--- src/rtl/dec_lut_pkg.sv ---
// Shared types and constants for the DEC_LUT decoder scheduler slice.
package dec_lut_pkg;

   typedef enum logic [1:0] {
      ST_IDLE = 2'd0,
      ST_WAIT = 2'd1,
      ST_RESP = 2'd2
   } sched_state_t;

   localparam int DEF_W_BITS = 30;
   localparam int DEF_N_BITS = 17;
   localparam logic [16:0] EXP_N = 17'd65535;

   function automatic int clog2(input int v);
      int r;
      r = 0;
      for (int i = 0; i < 31; i++) begin
         if ((1 << i) < v) r = i + 1;
      end
      return r;
   endfunction

endpackage

--- src/rtl/dec_lut_sched_if.sv ---
// Request/response bus between requesters and the decoder scheduler.
interface dec_lut_sched_if
   import dec_lut_pkg::*;
#(
   parameter int NUM_REQ = 4,
   parameter int IDW     = 2,
   parameter int W_BITS  = DEF_W_BITS,
   parameter int N_BITS  = DEF_N_BITS
);
   logic [NUM_REQ-1:0]        req_valid;
   logic [NUM_REQ*W_BITS-1:0] req_w;
   logic [NUM_REQ-1:0]        req_ready;
   logic                      resp_valid;
   logic                      resp_ready;
   logic [IDW-1:0]            resp_id;
   logic [N_BITS-1:0]         resp_n;
   logic                      resp_err;

   modport master (
      output req_valid, req_w, resp_ready,
      input  req_ready, resp_valid, resp_id, resp_n, resp_err
   );

   modport slave (
      input  req_valid, req_w, resp_ready,
      output req_ready, resp_valid, resp_id, resp_n, resp_err
   );
endinterface

--- src/rtl/dec_lut_sched_rr_arbiter.sv ---
// Combinational round-robin pick: first requester at or after ptr, wrapping.
module rr_arbiter #(
   parameter int NUM_REQ = 4,
   parameter int IDW     = 2
) (
   input  logic [NUM_REQ-1:0] req,
   input  logic [IDW-1:0]     ptr,
   output logic [NUM_REQ-1:0] gnt,
   output logic [IDW-1:0]     idx,
   output logic               any
);

   logic [IDW:0] pos;

   always_comb begin
      gnt = '0;
      idx = '0;
      any = 1'b0;
      pos = '0;
      for (int k = 0; k < NUM_REQ; k++) begin
         // ptr < NUM_REQ, so one conditional subtract is enough to wrap
         pos = {1'b0, ptr} + (IDW+1)'(k);
         if (pos >= (IDW+1)'(NUM_REQ)) pos = pos - (IDW+1)'(NUM_REQ);
         if (!any && req[pos[IDW-1:0]]) begin
            any                 = 1'b1;
            gnt[pos[IDW-1:0]]   = 1'b1;
            idx                 = pos[IDW-1:0];
         end
      end
   end

endmodule

--- src/rtl/dec_lut_sched.sv ---
// Round-robin scheduler sharing one DEC_LUT decoder among NUM_REQ requesters,
// with a settle mask for stale found and a timeout for undecodable words.
module dec_lut_sched
   import dec_lut_pkg::*;
#(
   parameter int NUM_REQ = 4,
   parameter int IDW     = 2,
   parameter int W_BITS  = DEF_W_BITS,
   parameter int N_BITS  = DEF_N_BITS,
   parameter int SETTLE  = 2,
   parameter int TIMEOUT = 64
) (
   input  logic              clk,
   input  logic              rst_n,
   dec_lut_sched_if.slave    bus,
   output logic [W_BITS-1:0] dec_W,
   input  logic              dec_found,
   input  logic [N_BITS-1:0] dec_N,
   output logic              busy
);

   localparam int CNT_W = clog2(TIMEOUT + 1);

   sched_state_t       state_q, state_d;
   logic [IDW-1:0]     rr_ptr;
   logic [CNT_W-1:0]   wait_cnt;
   logic [NUM_REQ-1:0] gnt;
   logic [IDW-1:0]     gnt_idx;
   logic               gnt_any;
   logic               do_grant, do_found, do_tmo, do_hs;
   logic               settled;

   logic               resp_valid_q, resp_err_q;
   logic [IDW-1:0]     resp_id_q;
   logic [N_BITS-1:0]  resp_n_q;

   logic [W_BITS-1:0]  slot [NUM_REQ];

   for (genvar i = 0; i < NUM_REQ; i++) begin : g_slot
      assign slot[i] = bus.req_w[i*W_BITS +: W_BITS];
   end

   rr_arbiter #(.NUM_REQ(NUM_REQ), .IDW(IDW)) u_arb (
      .req (bus.req_valid),
      .ptr (rr_ptr),
      .gnt (gnt),
      .idx (gnt_idx),
      .any (gnt_any)
   );

   // found from the decoder is only meaningful once the new word has settled
   assign settled = (wait_cnt >= CNT_W'(SETTLE));

   always_ff @(posedge clk or negedge rst_n) begin
      if (!rst_n) state_q <= ST_IDLE;
      else        state_q <= state_d;
   end

   always_comb begin
      state_d       = state_q;
      bus.req_ready = '0;
      do_grant      = 1'b0;
      do_found      = 1'b0;
      do_tmo        = 1'b0;
      do_hs         = 1'b0;
      case (state_q)
         ST_IDLE: begin
            bus.req_ready = gnt;
            if (gnt_any) begin
               do_grant = 1'b1;
               state_d  = ST_WAIT;
            end
         end
         ST_WAIT: begin
            if (settled && dec_found) begin
               do_found = 1'b1;
               state_d  = ST_RESP;
            end else if (wait_cnt == CNT_W'(TIMEOUT)) begin
               do_tmo  = 1'b1;
               state_d = ST_RESP;
            end
         end
         ST_RESP: begin
            if (bus.resp_ready) begin
               do_hs   = 1'b1;
               state_d = ST_IDLE;
            end
         end
         default: state_d = ST_IDLE;
      endcase
   end

   always_ff @(posedge clk or negedge rst_n) begin
      if (!rst_n) begin
         rr_ptr       <= '0;
         wait_cnt     <= '0;
         dec_W        <= '0;
         resp_id_q    <= '0;
         resp_n_q     <= '0;
         resp_err_q   <= 1'b0;
         resp_valid_q <= 1'b0;
      end else begin
         if (do_grant) begin
            dec_W     <= slot[gnt_idx];
            resp_id_q <= gnt_idx;
            rr_ptr    <= (gnt_idx == IDW'(NUM_REQ - 1)) ? '0 : gnt_idx + 1'b1;
            wait_cnt  <= '0;
         end else if (state_q == ST_WAIT && wait_cnt != CNT_W'(TIMEOUT)) begin
            wait_cnt <= wait_cnt + 1'b1;
         end
         if (do_found) begin
            resp_n_q     <= dec_N;
            resp_err_q   <= 1'b0;
            resp_valid_q <= 1'b1;
         end
         if (do_tmo) begin
            resp_n_q     <= '0;
            resp_err_q   <= 1'b1;
            resp_valid_q <= 1'b1;
         end
         if (do_hs) begin
            resp_valid_q <= 1'b0;
            resp_err_q   <= 1'b0;
         end
      end
   end

   assign bus.resp_valid = resp_valid_q;
   assign bus.resp_id    = resp_id_q;
   assign bus.resp_n     = resp_n_q;
   assign bus.resp_err   = resp_err_q;
   assign busy           = (state_q != ST_IDLE);

endmodule

--- src/flat_wrapper.sv ---
// flat-port wrapper written by rule: the top's interface ports become plain ports
module dec_lut_sched_flat import dec_lut_pkg::*;
#(
   parameter int NUM_REQ = 4,
   parameter int IDW     = 2,
   parameter int W_BITS  = DEF_W_BITS,
   parameter int N_BITS  = DEF_N_BITS,
   parameter int SETTLE  = 2,
   parameter int TIMEOUT = 64
)
  (clk, rst_n, dec_W, dec_found, dec_N, busy, bus_req_valid, bus_req_w, bus_resp_ready, bus_req_ready, bus_resp_valid, bus_resp_id, bus_resp_n, bus_resp_err);
  dec_lut_sched_if #(.NUM_REQ(NUM_REQ), .IDW(IDW), .W_BITS(W_BITS), .N_BITS(N_BITS)) bus_i ();
  input  logic clk;
  input  logic rst_n;
  output logic [W_BITS-1:0] dec_W;
  input  logic dec_found;
  input  logic [N_BITS-1:0] dec_N;
  output logic busy;
  input wire logic [$bits(bus_i.req_valid)-1:0] bus_req_valid;
  input wire logic [$bits(bus_i.req_w)-1:0] bus_req_w;
  input wire logic [$bits(bus_i.resp_ready)-1:0] bus_resp_ready;
  output wire logic [$bits(bus_i.req_ready)-1:0] bus_req_ready;
  output wire logic [$bits(bus_i.resp_valid)-1:0] bus_resp_valid;
  output wire logic [$bits(bus_i.resp_id)-1:0] bus_resp_id;
  output wire logic [$bits(bus_i.resp_n)-1:0] bus_resp_n;
  output wire logic [$bits(bus_i.resp_err)-1:0] bus_resp_err;
  assign bus_i.req_valid = bus_req_valid;
  assign bus_i.req_w = bus_req_w;
  assign bus_i.resp_ready = bus_resp_ready;
  assign bus_req_ready = bus_i.req_ready;
  assign bus_resp_valid = bus_i.resp_valid;
  assign bus_resp_id = bus_i.resp_id;
  assign bus_resp_n = bus_i.resp_n;
  assign bus_resp_err = bus_i.resp_err;
  dec_lut_sched #(.NUM_REQ(NUM_REQ), .IDW(IDW), .W_BITS(W_BITS), .N_BITS(N_BITS), .SETTLE(SETTLE), .TIMEOUT(TIMEOUT)) u_core (.clk(clk), .rst_n(rst_n), .bus(bus_i), .dec_W(dec_W), .dec_found(dec_found), .dec_N(dec_N), .busy(busy));
endmodule
--- config.mk ---
export PLATFORM = sky130hd
export DESIGN_NAME = dec_lut_sched_flat
export DESIGN_NICKNAME = d
export VERILOG_FILES = /design/src/rtl/dec_lut_pkg.sv /design/src/rtl/dec_lut_sched_if.sv /design/src/rtl/dec_lut_sched_rr_arbiter.sv /design/src/rtl/dec_lut_sched.sv /design/src/flat_wrapper.sv
export SDC_FILE = /design/constraint.sdc
export NUM_CORES = 1
export LEC_CHECK = 0
export CAP_MARGIN = 5
export CORE_ASPECT_RATIO = 2
export CORE_MARGIN = 8
export CORE_UTILIZATION = 28
export CTS_CLUSTER_SIZE = 40
export DETAILED_ROUTE_END_ITERATION = 7
export GPL_TIMING_DRIVEN = 0
export HOLD_SLACK_MARGIN = 0.15
export PLACE_DENSITY = 0.72
export SLEW_MARGIN = 20
export SYNTH_ARGS = -nofsm -noshare
export SYNTH_HDL_FRONTEND = slang
export SYNTH_HIERARCHICAL = 1
export SYNTH_SLANG_ARGS = --single-unit
--- constraint.sdc ---
create_clock -name clk -period 3 [get_ports clk]
set_input_delay 0.45 -clock clk [delete_from_list [all_inputs] [get_ports clk]]
set_output_delay 0.45 -clock clk [all_outputs]
set_load 0.03 [all_outputs]
## Yosys cells after proc, flatten, opt, wreduce, memory -nomap -nowiden

Index checks and enable logic that the tools add are counted.

| operators by class | value |
|---|---|
| reduce and logical (&&, ||, !) cells | 18 |
| eq/ne operators | 8 |
| $lt $le $gt $ge | 14 |
| add/sub/neg operators | 9 |
| bitwise operators | 4 |
| multiplexer cells | 61 |

Operator list:

| cell | count |
|---|---|
| 30-bit binary-select mux with 2-bit select | 1 |
| 30-bit 2-to-1 mux | 2 |
| 17-bit 2-to-1 mux | 2 |
| 1-bit 2-to-1 mux | 27 |
| 2-bit 2-to-1 mux | 13 |
| 4-bit 2-to-1 mux | 5 |
| 7-bit 2-to-1 mux | 2 |
| 3-bit >= comparator (second input constant) | 4 |
| 2-bit by 3-bit < comparator with 1-bit output (second input constant) | 4 |
| 4-bit bitwise OR | 3 |
| 1-bit logical AND | 9 |
| 1-bit binary-select mux with 2-bit select | 4 |
| 1-bit demux with 2-bit select | 4 |
| 2-bit by 1-bit >= comparator with 1-bit output (second input constant) | 4 |
| 2-bit by 1-bit subtractor with 2-bit output (second input constant) | 4 |
| 7-bit by 1-bit adder with 7-bit output (second input constant) | 1 |
| 7-bit == test (second input constant) | 1 |
| 7-bit by 2-bit >= comparator with 1-bit output (second input constant) | 1 |
| 7-bit != test (second input constant) | 1 |
| 2-bit by 2-bit adder with 3-bit output (second input constant) | 2 |
| 2-bit case mux with 3 select lines | 1 |
| 2-bit nonzero test | 3 |
| 2-bit == test (second input constant) | 2 |
| 2-bit by 1-bit adder with 3-bit output (second input constant) | 1 |
| 11 further kinds | 13 |

| word-level totals | value |
|---|---|
| output and inout port bits | 56 |
| register bits | 62 |
| input bits | 145 |
| word-level logic and storage cells | 122 |

## Depth between registers and ports, before layout

Gate-level depths: netlist of the first run.

| logic depth | value |
|---|---|
| word-level depth | 18 |
| gate-level depth with buffers | 12 |

## Modules after synthesis

The synthesis of the first run kept the hierarchy.

By module, submodules not included:

| module | times used | area each (um^2) | cells each |
|---|---|---|---|
| dec_lut_sched | 1 | 3432.0 | 256 |
| rr_arbiter | 1 | 421.7 | 45 |

## Worst setup path before layout of the first run

No wires, ideal clock.

| timing path | value |
|---|---|
| path type | flip-flop to flip-flop |
| start point | register u_core.rr_ptr[0] |
| end point | register u_core.dec_W[0] |
| required time | 2.875 ns |
| stages on the path, launching flop included | 13 |
| path slack | -0.257 ns |
| data arrival time | 3.133 ns |
| cells stage by stage | dfrtp_1 > buf_6 > inv_1 > ha_1 > mux4_2 > buf_6 > and2b_2 > o21ai_0 > o31ai_1 > clkbuf_1 > buf_2 > mux4_2 > mux2_2 |

| on the way | value |
|---|---|
| longest elaborated chain between the ends | 18 |

Ends and longest elaborated chain:

| element | RTL line | RTL |
|---|---|---|
| from (decl) | dec_lut_sched.sv:25 | `logic [IDW-1:0] rr_ptr;` |
| from (signal assigned) | dec_lut_sched.sv:106 | `rr_ptr <= (gnt_idx == IDW'(NUM_REQ - 1)) ? '0 : gnt_idx + 1'b1;` |
| parallel branches: the longest is 13 deep, another holds 2-bit by 1-bit adder with 3-bit output | - |  |
| 2-bit 2-to-1 mux * | dec_lut_sched_rr_arbiter.sv:24 | `if (!any && req[pos[IDW-1:0]]) begin` |
| net u_core.gnt_idx[0] | dec_lut_sched.sv:28 | `logic [IDW-1:0] gnt_idx;` |
| 2-bit NOT with 3-bit output (not written as such) * | dec_lut_sched.sv:104 | `dec_W <= slot[gnt_idx];` |
| 30-bit binary-select mux with 2-bit select * | dec_lut_sched.sv:104 |  |
| 30-bit 2-to-1 mux (not written as such) * (2 in series) | dec_lut_sched.sv:104 |  |
| to (signal assigned) | dec_lut_sched.sv:104 |  |
| to (decl) | dec_lut_sched.sv:16 | `output logic [W_BITS-1:0] dec_W,` |

Mark *: on every way through the listed nets, which the timed path passes. The select of a mux whose other input is x is not followed.
A chain may end at the register's enable or synchronous reset.

## Final worst setup path of the first run

| timing path | value |
|---|---|
| start point | register u_core.rr_ptr[0] |
| end point | register u_core.dec_W[4] |

The elaborated chain is that of the path after synthesis.

==> results of run 1 <==
[cell type report]
type	instances	area, µm²
tap	155	194
clock inverter	7	104
multi-input combinational	194	2120
inverter	24	92.6
fill	1197	6670
buffer	21	228
clock buffer	9	225
sequential	62	1550
timing repair buffer	222	2250
[layer usage]
| layer | track usage (%) | up-vias | part of all wire, % |
|---|---|---|---|
| li1 | - | 1590 | - |
| met1 | 12.5 | 1688 | 30 |
| met2 | 30.3 | 137 | 61 |
| met3 | 5.13 | 16 | 6.6 |
| met4 | 6.32 | 0 | 2.0 |
| met5 | 0 | - | 0 |
[cells in the final DEF, fill, tap and decap left out, types with 4 or more instances in the layout]
cell,count
mux4_2,34
dfrtp_1,61
buf_6,6
clkbuf_16,11
buf_12,5
o21ai_1,6
nand2_1,12
inv_1,22
a22oi_1,7
mux2i_1,23
ha_1,8
buf_4,20
mux2_2,35
inv_6,4
clkdlybuf4s50_1,191
o21ai_0,21
and2_1,5
[flip-flops by register name, summed over array words and instances, names as in the netlist]
register               count
u_core/dec_W              30
u_core/bus.resp_n         17
u_core/wait_cnt            7
u_core/bus.resp_id         2
u_core/rr_ptr              2
u_core/state_q             2
u_core/bus.resp_err        1
u_core/bus.resp_valid      1
[where the power goes]
group          internal [mW]  switching, mW  total, mW
Sequential              1.26          0.210       1.47
Combinational           3.23           2.77       6.00
Clock                  0.740          0.411       1.15
[synth_stat cells (all sizes together) (2+ instances only)]
library cell  count  area share (%)
mux4             34              20
inv              24             2.3
or3               3            0.49
nor3              3            0.39
buf              12             2.6
dfrtp            62              40
mux2i            23             6.0
clkbuf            9            0.91
mux2             35              10
and2              5            0.81
o21ai            28             3.6
nand2b            2            0.32
a22oi             8             1.6
a21boi            2            0.39
nor2b             3            0.49
ha                9             2.9
a31oi             2            0.32
nor2              4            0.39
o31ai             2            0.39
a21oi             3            0.39
o211ai            3            0.71
nand2            12             1.2
or2               2            0.32
[logic make-up after synthesis]
kind of cell             Yosys count
adder cells (fa/ha/maj)            9
multiplexers                      92
AND/OR/NAND/NOR                   41
buffers and inverters             45
AO/OA/AOI/OAI                     52
flip-flops                        62
[per-stage QoR]
step | cell area (µm²) | total power [mW] | hold WS [ns] | worst slack (ns)
after floorplan | 3900 | 5.09 | 0.154 | 0.00349
after CTS | 6660 | 8.46 | 0.500 | -0.00204
after global placement | 6100 | 6.66 | 0.488 | -0.860
after detailed placement | 6120 | 6.79 | 0.287 | -0.689
final | 6770 | 8.62 | 0.502 | 0.0746
after global routing | 6770 | 9.14 | 0.515 | -0.0174
[timing repair]
action	CTS	global route
resized for setup	49	18
setup endpoints to repair	35	34
pin swaps	4	3
setup buffers	12	4
cloned	2	2
hold endpoints to repair	6	0
hold buffers	1	0
[worst paths after layout]
kind	slack, ns	cells past startpoint	end
setup / recovery	0.07	11	u_core/dec_W[4]$_DFFE_PN0P_
hold / removal	0.50	1	u_core/dec_W[15]$_DFFE_PN0P_
setup reg to reg	0.07	11	u_core/dec_W[4]$_DFFE_PN0P_
hold reg to reg	0.50	1	u_core/dec_W[15]$_DFFE_PN0P_
max in group asynchronous	1.98	3	u_core/state_q[1]$_DFFE_PN0P_
min in group asynchronous	0.51	2	u_core/dec_W[24]$_DFFE_PN0P_
==> results.tsv, run 1 <==
metric	value	unit
WS Path Type	flop to flop	
Simple-Gate Fraction of Synth Area	6.33	%
Max Fclk	342	MHz
TritonCTS Buffers	9	
asr flop ratio synth	100	%
IO Port Bufs	200	
CTS HTree Levels	3	
CP Capture Type	flop	
Final HPWL DP	10600	µm
Layout area overhead	75.6	%
Die Y	182	µm
Worst path max stage delay	0.36	ns
global placement routability congestion	0.783	
first-pass GRT wire length	21200	µm
Post-Route Setup TNS	0	ns
grt ovf	0	
Nets	688	
hold path start	u_core/dec_W[15]$_DFFE_PN0P_	
status	completed	
die width	99.0	µm
adder-cell share of the synthesized area	2.92	%
post-synthesis sequential area ratio	40.3	%
Syn Area/Cell	12.8	µm²
Final min period	2.93	ns
CTS Buffer Depth	2	
n_diodes	0	
DR WL/cell	19.1	µm
Least-Margin Pin Slew	0.445	ns
drt drc	0	
worst-skew pair later-pin latency	0.33	ns
Pre-Repair DR Iteration Count	4	
Synth cell types	43	
Setup violations, final	0	
CTS tree	built	
Num Clock Sinks	62	
initial core utilization	28.7	%
antenna violations before repair	0	
Post-DRT Antenna Nets	0	
Reg-to-Reg Start	u_core/rr_ptr[0]$_DFFE_PN0P_	
number of global-route vias before repair	4188	
Core Util, Final	50.4	%
Hold Vio Cnt, Final	0	
largest net degree at the start of global routing	57	
Core Region	13400	µm²
XOR/XNOR Fraction of Synth Area	0	%
routed vias/inst	4.94	
# rows	60	
Rel. slew slack	70.2	%
layout cells sized above 1	27.1	%
slowest CP cell	dfrtp_1	
Top FF cell, synth	dfrtp_1	
Critical Path RT	3.21	ns
syn nets	455	
Mapped Area	3850	µm²
cell chain of the critical path	buf_6 > inv_4 > ha_4 > mux4_2 > buf_6 > nor4b_4 > nor2_1 > a32o_2 > clkbuf_8 > mux4_2 > mux2_2	
Syn Inst Count	301	
cell class contributing the biggest share of worst-path delay	multiplexers	
# Max-Cap Violations	0	
clock skew	0.00853	ns
Synth Area in Compound Gates	8.34	%
Setup crit start kind	flop	
synth warn	6	
drt total wl	13300	µm
Worst Hold Class	flop to flop	
count of state elements after synthesis	62	
Inst Count DP	657	
CP Buf/Inv Count	4	
RSZ-0062 raised after global routing	true	
Die Area	18000	µm²
Root Driver	clkbuf_16	
Leakage	2.86	nW
Post-synth EDFFs	0	
mux cell area share after synthesis	36.3	%
Pwr Density	1270	nW/µm²
First DRT Iteration DRCs	59	
Slew Viols, Final	0	
Via Count	3431	
largest family of logic cells by synthesized area	multiplexers	
final non-filler cell total	694	
IO Pins	201	
period utilisation layout	97.5	%
Crit Path Max Fanout	10	
clock slew at reported path FFs	0.06	ns
Worst EP arrival	3.14	ns
Peak VDD IR	0.000628	V
crit path from	u_core/rr_ptr[0]$_DFFE_PN0P_	
GRT Total Usage	15.1	%
Power figures use the tool's default switching activity.
==> run 2, diff against run 1 <==
- SLEW_MARGIN: 20 -> default
==> run 2 against run 1 <==
  * The flow now finishes with violations (setup timing)
  * Die area stayed put
  * Cell count is 0.29% lower
  * Fmax decreased by 3.4%
  * Largest power group unchanged
  * Highest routed layer unchanged
==> results.tsv, run 2 (synthesis results as in run 1) <==
metric	value	unit	change
initial core utilization	28.7	%	unchanged
largest net degree at the start of global routing	63		was 57
Core Region	13400	µm²	unchanged
Pwr Density	1300	nW/µm²	was 1270 nW/µm²
Rel. slew slack	44.9	%	was 70.2%
Die Area	18000	µm²	unchanged
Hold Vio Cnt, Final	0		unchanged
IO Pins	201		unchanged
Via Count	3449		was 3431
CP Buf/Inv Count	4		unchanged
n_diodes	0		unchanged
Slew Viols, Final	0		unchanged
Final min period	3.03	ns	was 2.93 ns
CTS tree	built		unchanged
DR WL/cell	19.4	µm	was 19.1 µm
global placement routability congestion	0.783		unchanged
failing checks	setup timing		
Die Y	182	µm	unchanged
most frequent cells in the layout	clkdlybuf4s50_1, dfrtp_1, mux4_2, mux2_2, mux2i_1		was clkdlybuf4s50_1, dfrtp_1, mux2_2
Worst EP arrival	3.24	ns	was 3.14 ns
die width	99.0	µm	unchanged
Peak VDD IR	0.000953	V	was 0.000628 V
drt total wl	13400	µm	was 13300 µm
# rows	60		unchanged
first-pass GRT wire length	20900	µm	was 21200 µm
Worst path max stage delay	0.53	ns	was 0.36 ns
worst-skew pair later-pin latency	0.33	ns	about the same
CP Capture Type	flop		unchanged
WS Path Type	input port to flop		was flop to flop
cell chain of the critical path	clkdlybuf4s50_1 > mux4_2 > buf_6 > buf_4 > nand2b_1 > o221ai_1 > a32o_2 > buf_6 > mux4_2 > mux2_2		was buf_6 > inv_4 > ha_4 > mux4_2 > buf_6 > nor4b_4 > nor2_1 > a32o_2 > clkbuf_8 > mux4_2 > mux2_2
CTS Buffer Depth	2		unchanged
most common cell after layout, fill and taps aside	clkdlybuf4s50_1		unchanged
status	finished with violations		was completed
R2R setup slack	-0.02	ns	was 0.07 ns
drt drc	0		unchanged
final non-filler cell total	692		was 694
clock slew at reported path FFs	0.06	ns	about the same
period utilisation layout	101	%	was 97.5%
Post-DRT Antenna Nets	0		unchanged
final worst slack	-0.0285	ns	was 0.0746 ns
Layout area overhead	74.8	%	was 75.6%
Largest register FFs	30		unchanged
slowest CP cell	mux4_2		was dfrtp_1
Biggest register	u_core/dec_W		unchanged
grt ovf	0		unchanged
# Max-Cap Violations	0		unchanged
Inst Count DP	656		was 657
Worst Hold Class	input port to asynchronous set/reset pin		was flop to flop
Setup violations, final	17		was 0
Final HPWL DP	10600	µm	about the same
power consumption	8.74	mW	was 8.62 mW
Critical Path RT	3.21	ns	about the same
fill count	1204		was 1197
clock skew	0.00848	ns	was 0.00853 ns
CTS HTree Levels	3		unchanged
number of global-route vias before repair	4087		was 4188
TritonCTS Buffers	9		unchanged
IO Port Bufs	200		unchanged
Crit Path Max Fanout	10		unchanged
antenna violations before repair	0		unchanged
Setup crit start kind	input port		was flop
Root Driver	clkbuf_16		unchanged
Nets	686		was 688
Worst Hold Slack	0.205	ns	was 0.502 ns
Max Fclk	330	MHz	was 342 MHz
routed vias/inst	4.98		was 4.94
Num Clock Sinks	62		unchanged
Leakage	2.84	nW	was 2.86 nW
RSZ-0062 raised after global routing	true		unchanged
cell class contributing the biggest share of worst-path delay	multiplexers		unchanged
layout cells sized above 1	26.4	%	was 27.1%
Pre-Repair DR Iteration Count	4		unchanged
GRT Total Usage	14.9	%	was 15.1%
Core Util, Final	50.1	%	was 50.4%
First DRT Iteration DRCs	100		was 59
Post-Route Setup TNS	-0.279	ns	was 0 ns
Least-Margin Pin Slew	0.827	ns	was 0.445 ns
## run 2: final timing paths
check                                                  start                           endpoint  cells past startpoint
setup / recovery                            bus_req_valid[1]       u_core/dec_W[23]$_DFFE_PN0P_                     10
max in group asynchronous                              rst_n       u_core/rr_ptr[1]$_DFFE_PN0P_                      1
min in group clk           u_core/bus.resp_id[0]$_DFFE_PN0P_  u_core/bus.resp_id[0]$_DFFE_PN0P_                      1
setup reg to reg                u_core/rr_ptr[0]$_DFFE_PN0P_       u_core/dec_W[23]$_DFFE_PN0P_                     12
hold / removal                                         rst_n       u_core/dec_W[25]$_DFFE_PN0P_                      1
hold reg to reg            u_core/bus.resp_id[0]$_DFFE_PN0P_  u_core/bus.resp_id[0]$_DFFE_PN0P_                      1
## run 2: final cells by class
type                    count  area (µm²)  area share (%)
repair buffers            220        2220            33.0
multi-input cells         194        2120            31.5
flip-flops and latches     62        1550            23.0
plain buffers              21         225            3.34
clock inverters             7         103            1.52
well taps                 155         194            2.88
clock buffers               9         225            3.34
inverters                  24        92.6            1.37
## run 2: timing repair
action | CTS | global route
gates cloned | 2 | 3
hold endpoints to repair | 0 | 0
setup buffers | 11 | 4
gates resized for setup | 45 | 24
pin swaps | 3 | 5
hold buffers | 0 | 0
setup endpoints to repair | 35 | 34
## run 2: through the flow
step | cell area [µm²] | setup slack [ns]
2_1_floorplan | 3900 | 0.00349
3_3_place_gp | 6100 | -0.860
3_5_place_dp | 6100 | -0.672
4_1_cts | 6580 | -0.0205
5_1_grt | 6740 | -0.0790
6_report | 6740 | -0.0285
## run 2: where the power goes
part	internal, mW	switching, mW	total (mW)
Clock	0.738	0.404	1.14
Sequential	1.26	0.210	1.47
Combinational	3.29	2.83	6.13
## run 2: routing by layer
| metal | share of wire, % | global-route usage, % | vias up | wire (µm) |
|---|---|---|---|---|
| li1 | - | - | 1589 | - |
| met1 | 31 | 12.8 | 1697 | 4140 |
| met2 | 61 | 29.5 | 144 | 8130 |
| met3 | 6.5 | 4.60 | 19 | 867 |
| met4 | 2.2 | 6.50 | 0 | 293 |
| met5 | 0 | 0 | - | 0 |
==> run 3, diff against run 2 <==
- CELL_PAD_IN_SITES_DETAIL_PLACEMENT: default -> 2
- CELL_PAD_IN_SITES_GLOBAL_PLACEMENT: default -> 2
- CORE_UTILIZATION: 28 -> 22
- GPL_TIMING_DRIVEN: 0 -> default
- PLACE_DENSITY: 0.72 -> 0.88
==> run 3 against run 2 <==
  * The run now ends clean
  * Hold slack better by 0.034 ns
  * Sequential power up 5%
  * Clock-buffer cell count up 1
  * Combinational power down 1%
  * Power down 0.88%
  * Cell count up 7.8%
  * Utilization down 11 points
  * Clock skew up 0.0021 ns
  * Via count up 2.9%
  * Critical path type is now flop to flop
  * Critical endpoint is now u_core/dec_W[13]$_DFFE_PN0P_
  * Largest cell class unchanged
  * Highest routed layer unchanged
==> results.tsv, run 3 (synthesis results as in run 1) <==
metric	value	unit	change
Crit Path Max Fanout	6		was 10
Rel. slew slack	40.0	%	was 44.9%
CTS Buffer Depth	2		unchanged
Die Area	22300	µm²	was 18000 µm²
Die Y	203	µm	was 182 µm
most common cell after layout, fill and taps aside	clkdlybuf4s50_1		unchanged
Root Driver	clkbuf_16		unchanged
clock skew	0.0106	ns	was 0.00848 ns
drt total wl	17100	µm	was 13400 µm
Setup violations, final	0		was 17
Least-Margin Pin Slew	0.900	ns	was 0.827 ns
period utilisation layout	99.0	%	was 101%
Hold Vio Cnt, Final	0		unchanged
Max Fclk	337	MHz	was 330 MHz
Largest register FFs	30		unchanged
DR WL/cell	23.0	µm	was 19.4 µm
Worst Hold Class	input port to asynchronous set/reset pin		unchanged
Pre-Repair DR Iteration Count	4		unchanged
worst-skew pair later-pin latency	0.33	ns	about the same
WS Path Type	flop to flop		was input port to flop
drt drc	0		unchanged
Core Region	17200	µm²	was 13400 µm²
largest net degree at the start of global routing	63		unchanged
R2R setup slack	0.03	ns	was -0.02 ns
Slew Viols, Final	0		unchanged
Post-Route Setup TNS	0	ns	was -0.279 ns
TritonCTS Buffers	9		unchanged
Nets	683		was 686
Worst R2R Path Depth	12		unchanged
IO Port Bufs	200		unchanged
post-route cell area	6770	µm²	was 6740 µm²
Critical Path RT	3.21	ns	about the same
die width	110	µm	was 99.0 µm
Post-DRT Antenna Nets	0		unchanged
clock slew at reported path FFs	0.06	ns	about the same
Layout area overhead	75.6	%	was 74.8%
Biggest register	u_core/dec_W		unchanged
first-pass GRT wire length	25600	µm	was 20900 µm
CTS HTree Levels	3		unchanged
GRT Total Usage	15.3	%	was 14.9%
antenna violations before repair	2		was 0
CTS tree	built		unchanged
initial core utilization	22.4	%	was 28.7%
RSZ-0062 raised after global routing	true		unchanged
# Max-Cap Violations	0		unchanged
routed vias/inst	4.76		was 4.98
layout cells sized above 1	27.5	%	was 26.4%
Leakage	2.81	nW	was 2.84 nW
Reg-to-Reg End	u_core/dec_W[13]$_DFFE_PN0P_		was u_core/dec_W[23]$_DFFE_PN0P_
Via Count	3548		was 3449
power consumption	8.66	mW	was 8.74 mW
Reg-to-Reg Start	u_core/rr_ptr[0]$_DFFE_PN0P_		unchanged
end of the critical path	u_core/dec_W[13]$_DFFE_PN0P_		was u_core/dec_W[23]$_DFFE_PN0P_
Peak VDD IR	0.000533	V	was 0.000953 V
crit path from	u_core/rr_ptr[0]$_DFFE_PN0P_		was bus_req_valid[1]
status	completed		was finished with violations
Pwr Density	1280	nW/µm²	was 1300 nW/µm²
Final min period	2.97	ns	was 3.03 ns
Final HPWL DP	12800	µm	was 10600 µm
most frequent cells in the layout	clkdlybuf4s50_1, dfrtp_1, mux4_2, mux2_2, buf_4		was clkdlybuf4s50_1, dfrtp_1, mux4_2, mux2_2, mux2i_1
Num Clock Sinks	62		unchanged
Setup crit start kind	flop		was input port
pre-CTS setup slack	-0.279	ns	was -0.672 ns
Area after DPL	6200	µm²	was 6100 µm²
final worst slack	0.0300	ns	was -0.0285 ns
IO Pins	201		unchanged
CP Capture Type	flop		unchanged
grt ovf	0		unchanged
global placement routability congestion	0.813		was 0.783
First DRT Iteration DRCs	50		was 100
number of global-route vias before repair	4316		was 4087
# rows	68		was 60
Worst EP arrival	3.18	ns	was 3.24 ns
[run 3: cell types whose count changed in the layout (fill, tap and decap cells not counted), sizes merged]
cell	change
diode	+2
bufinv	-1
clkinvlp	+1
buf	+3
clkinv	+1
dlygate4sd2	+2
clkdlybuf4s50	-2
inv	-2
clkbuf	-5
[run 3: through the flow]
step	cells	hold slack [ns]	utilization, %
final	746	0.239	39.4
after CTS	738	0.278	38.5
after global routing	746	0.313	39.4
after detailed placement	712	0.496	36.1
after floorplan	301	0.154	-
after global placement	712	0.490	36.1
[run 3: worst max-delay path, cell delays in order, from the launching register on]
cell     delay (ns)
dfrtp_2        0.43
inv_4          0.05
ha_4           0.28
mux4_2         0.32
and2b_2        0.25
o21ai_1        0.08
buf_4          0.16
o31ai_4        0.05
buf_6          0.15
buf_6          0.13
buf_12         0.13
mux4_2         0.51
mux2_4         0.29
[run 3: report_power, final]
group	switching, mW	internal, mW	leakage, nW	total [mW]
logic	2.86	3.18	1.93	6.04
clock network	0.411	0.670	0.146	1.08
registers	0.277	1.26	0.735	1.54
total	3.54	5.12	2.81	8.66
[run 3: how the worst min path moves through the flow]
stage,startpoint,end,cells past startpoint
after detailed placement,u_core/dec_W[16]$_DFFE_PN0P_,u_core/dec_W[16]$_DFFE_PN0P_,1
after CTS,rst_n,u_core/dec_W[24]$_DFFE_PN0P_,1
after global routing,rst_n,u_core/dec_W[26]$_DFFE_PN0P_,1
after global placement,u_core/bus.resp_id[1]$_DFFE_PN0P_,u_core/bus.resp_id[1]$_DFFE_PN0P_,1
after floorplan,rst_n,u_core/bus.resp_err$_DFFE_PN0P_,0
final,rst_n,u_core/dec_W[26]$_DFFE_PN0P_,1
[run 3: final cells by class]
class	instances	area, µm²
Multi-Input combinational cell	194	2120
Sequential cell	62	1550
Antenna cell	2	5.00
Clock buffer	10	239
Inverter	24	92.6
Clock inverter	6	67.6
Timing Repair Buffer	238	2420
Fill cell	1765	10400
Tap cell	210	263
[run 3: repair_timing]
| action | in CTS | in global routing |
|---|---|---|
| setup buffers | 9 | 4 |
| hold buffers | 0 | 0 |
| gates resized for setup | 15 | 16 |
| pin swaps | 2 | 3 |
| endpoints found under the setup margin | 22 | 34 |
| gates cloned | 1 | 2 |
[run 3: per-layer routing]
metal  track usage [%]  routed length, µm  vias to the layer above
met5                 0                  0                        -
met4              5.88                368                        0
met3              5.34               1250                       15
met2              30.3              10600                      129
met1              13.1               4950                     1817
li1                  -                  -                     1587
==> edit: new RTL, config.mk and constraints of run 3 <==
`TIMEOUT` is set to 64 in 2 places; all go to 128.
--- a/src/rtl/dec_lut_sched.sv
+++ b/src/rtl/dec_lut_sched.sv
@@ -10,3 +10,3 @@
    parameter int SETTLE  = 2,
-   parameter int TIMEOUT = 64
+   parameter int TIMEOUT = 128
 ) (
--- a/src/flat_wrapper.sv
+++ b/src/flat_wrapper.sv
@@ -8,3 +8,3 @@
    parameter int SETTLE  = 2,
-   parameter int TIMEOUT = 64
+   parameter int TIMEOUT = 128
 )
Formal check against the unedited RTL: no difference found for any inputs over 10 cycles, from zero or initial values and one cycle with rst_n low; that may be too few to reach the edited logic, so the function may still have changed.
==> edit against run 3 <==
Fmax fell by 0.44%. Synthesized cell count rose by 12%. Largest power group unchanged. Cell count rose by 2.8%. Setup slack got worse by 0.013 ns. Routed wire length fell by 5.0%. Sequential share of layout area rose by 1.3 points. Final area fell by 4.0%. Sequential cell count rose by 1. Area after synthesis fell by 2.3%. Power fell by 8.5%. Core utilization fell by 0.62 points.
==> edit: results <==
{
  "synth_top_cells_by_count": "107 x sky130_fd_sc_hd__nand2_1, 63 x sky130_fd_sc_hd__dfrtp_1, 32 x sky130_fd_sc_hd__mux4_2",
  "grt_max_degree": 44,
  "htreeDepth": 3,
  "synth-warning-count": 6,
  "finish.net_count": 708,
  "arrival_ns": 2.53,
  "leakagePower_nw": 2.767,
  "fmax_mhz": 335.2,
  "power.internal_mw": 4.477,
  "status": "completed",
  "drt_pass1_iterations": 4,
  "synth_async_sr_flop_share_pct": 100.0,
  "largest_register_ff_count": 30,
  "dpl_cell_area_um2": 6072,
  "syn_nets": 491,
  "routed.top_layer": "met4",
  "worstPathMaxFanout": 7,
  "routabilityCongestion": 0.7508,
  "routed-wl-met3_um": 1646,
  "drt-met1-wl_um": 5612,
  "dr_wl_met2_um": 8772,
  "drt_first_iter_violations": 96,
  "synth_seq_area_share_pct": 41.86,
  "r2r_setup_slack_ns": 0.06,
  "final-hold-violation-count": 0,
  "vias_per_cell": 4.751,
  "path_clk_slew_ns": 0.06,
  "tightest_slew_ns": 1.030,
  "reg2reg_to": "u_core/rr_ptr[0]",
  "insertion_delay_ns": 0.33,
  "number_of_antenna_violations_at_the_first_check_in_global_routing": 1,
  "reg2reg_depth": 10,
  "average_detailed_routed_wire_length_per_instance_um": 21.23,
  "fin_worst_skew_ns": 0.01025,
  "rr_startpoint": "u_core/rr_ptr[0]",
  "hp-class": "in2async",
  "root_buffer": "sky130_fd_sc_hd__clkbuf_16",
  "clk_path_buf_depth": 2,
  "final_layout_size_suffix_gt1_share_pct": 18.60,
  "post_synth_num_cell_types": 46,
  "setup.worst_path.start_class": "register",
  "grt_pass1_vias": 4401,
  "sum_of_net_half_perimeters_after_detailed_placement_um": 12970,
  "max-vdd-ir-drop_mv": 0.5201,
  "grt_pass1_wl_um": 25300,
  "netlist_top_cells_area": "sky130_fd_sc_hd__dfrtp_1 42%, sky130_fd_sc_hd__mux4_2 19%, sky130_fd_sc_hd__nand2_1 11%",
  "pre_cts_ws_ns": -0.1101,
  "grt_util_all_layers_pct": 15.10
}
==> edit: changes by cell type in the layout (fill, tap and decap cells not counted), moves of 9 or more <==
| cell | change |
|---|---|
| sky130_fd_sc_hd__nor2_1 | +9 |
| sky130_fd_sc_hd__mux2i_1 | -19 |
| sky130_fd_sc_hd__inv_1 | -18 |
| sky130_fd_sc_hd__o21ai_0 | -17 |
| sky130_fd_sc_hd__a22o_1 | +12 |
| sky130_fd_sc_hd__nand2_1 | +95 |
| sky130_fd_sc_hd__mux2_2 | -33 |
==> edit: how the worst max path moves through the flow <==
stage                            end
floorplan            u_core/dec_W[0]
global placement     u_core/dec_W[1]
detailed placement  u_core/dec_W[10]
CTS                 bus_req_ready[3]
global route        bus_req_ready[2]
finish              bus_req_ready[2]
==> edit: power groups by stage <==
stage,combinational [mW],clock [mW],sequential [mW]
detailed placement,5.23,0,1.53
global route,5.81,1.12,1.58
CTS,5.31,1.08,1.53
floorplan,2.68,0,2.15
finish,5.35,1.05,1.52
global placement,4.98,0,1.49
==> edit: logic make-up after synthesis <==
logic type,after synthesis,share of synthesized area (%)
simple gates,146,17.74
mux,39,21.89
flops,63,41.86
xor+xnor,5,1.163
buf+inv,29,4.352
compound gates,46,10.00
fa+ha+maj,9,2.990
==> edit: timing repair <==
item                                    4_1_cts  5_1_grt
endpoints found under the setup margin        4       31
pin swaps                                     1        2
setup buffers                                 2        9
gates resized for setup                       5       15
==> edit: critical path: stages, from the launching register on <==
cell	delay [ns]
sky130_fd_sc_hd__dfrtp_1	0.44
sky130_fd_sc_hd__inv_2	0.09
sky130_fd_sc_hd__ha_4	0.29
sky130_fd_sc_hd__mux4_2	0.31
sky130_fd_sc_hd__buf_6	0.16
sky130_fd_sc_hd__nor4b_4	0.28
sky130_fd_sc_hd__buf_4	0.18
sky130_fd_sc_hd__a22oi_1	0.07
sky130_fd_sc_hd__o21ai_1	0.09
sky130_fd_sc_hd__and2_1	0.15
sky130_fd_sc_hd__buf_6	0.13
==> edit: routing by layer <==
layer,GRT usage (%),vias to the layer above
li1,-,1654
met1,14.76,1811
met2,27.53,162
met3,6.206,17
met4,4.628,0
met5,0,-
==> edit: cell type report <==
type                            instances  area (um^2)
Sequential cell                        63         1577
Multi-Input combinational cell        245         2056
Timing Repair Buffer                  229         2286
Tap cell                              207        259.0
Inverter                                6        22.52
Clock buffer                            9        225.2
Antenna cell                            1        2.502
Clock inverter                          7        72.57
Fill cell                            1791        10270
==> edit: stage by stage <==
step	std cells	hold slack, ns
floorplan	337	0.1544
global placement	739	0.4594
detailed placement	739	0.4632
CTS	757	0.3315
global route	766	0.3681
finish	767	0.3027
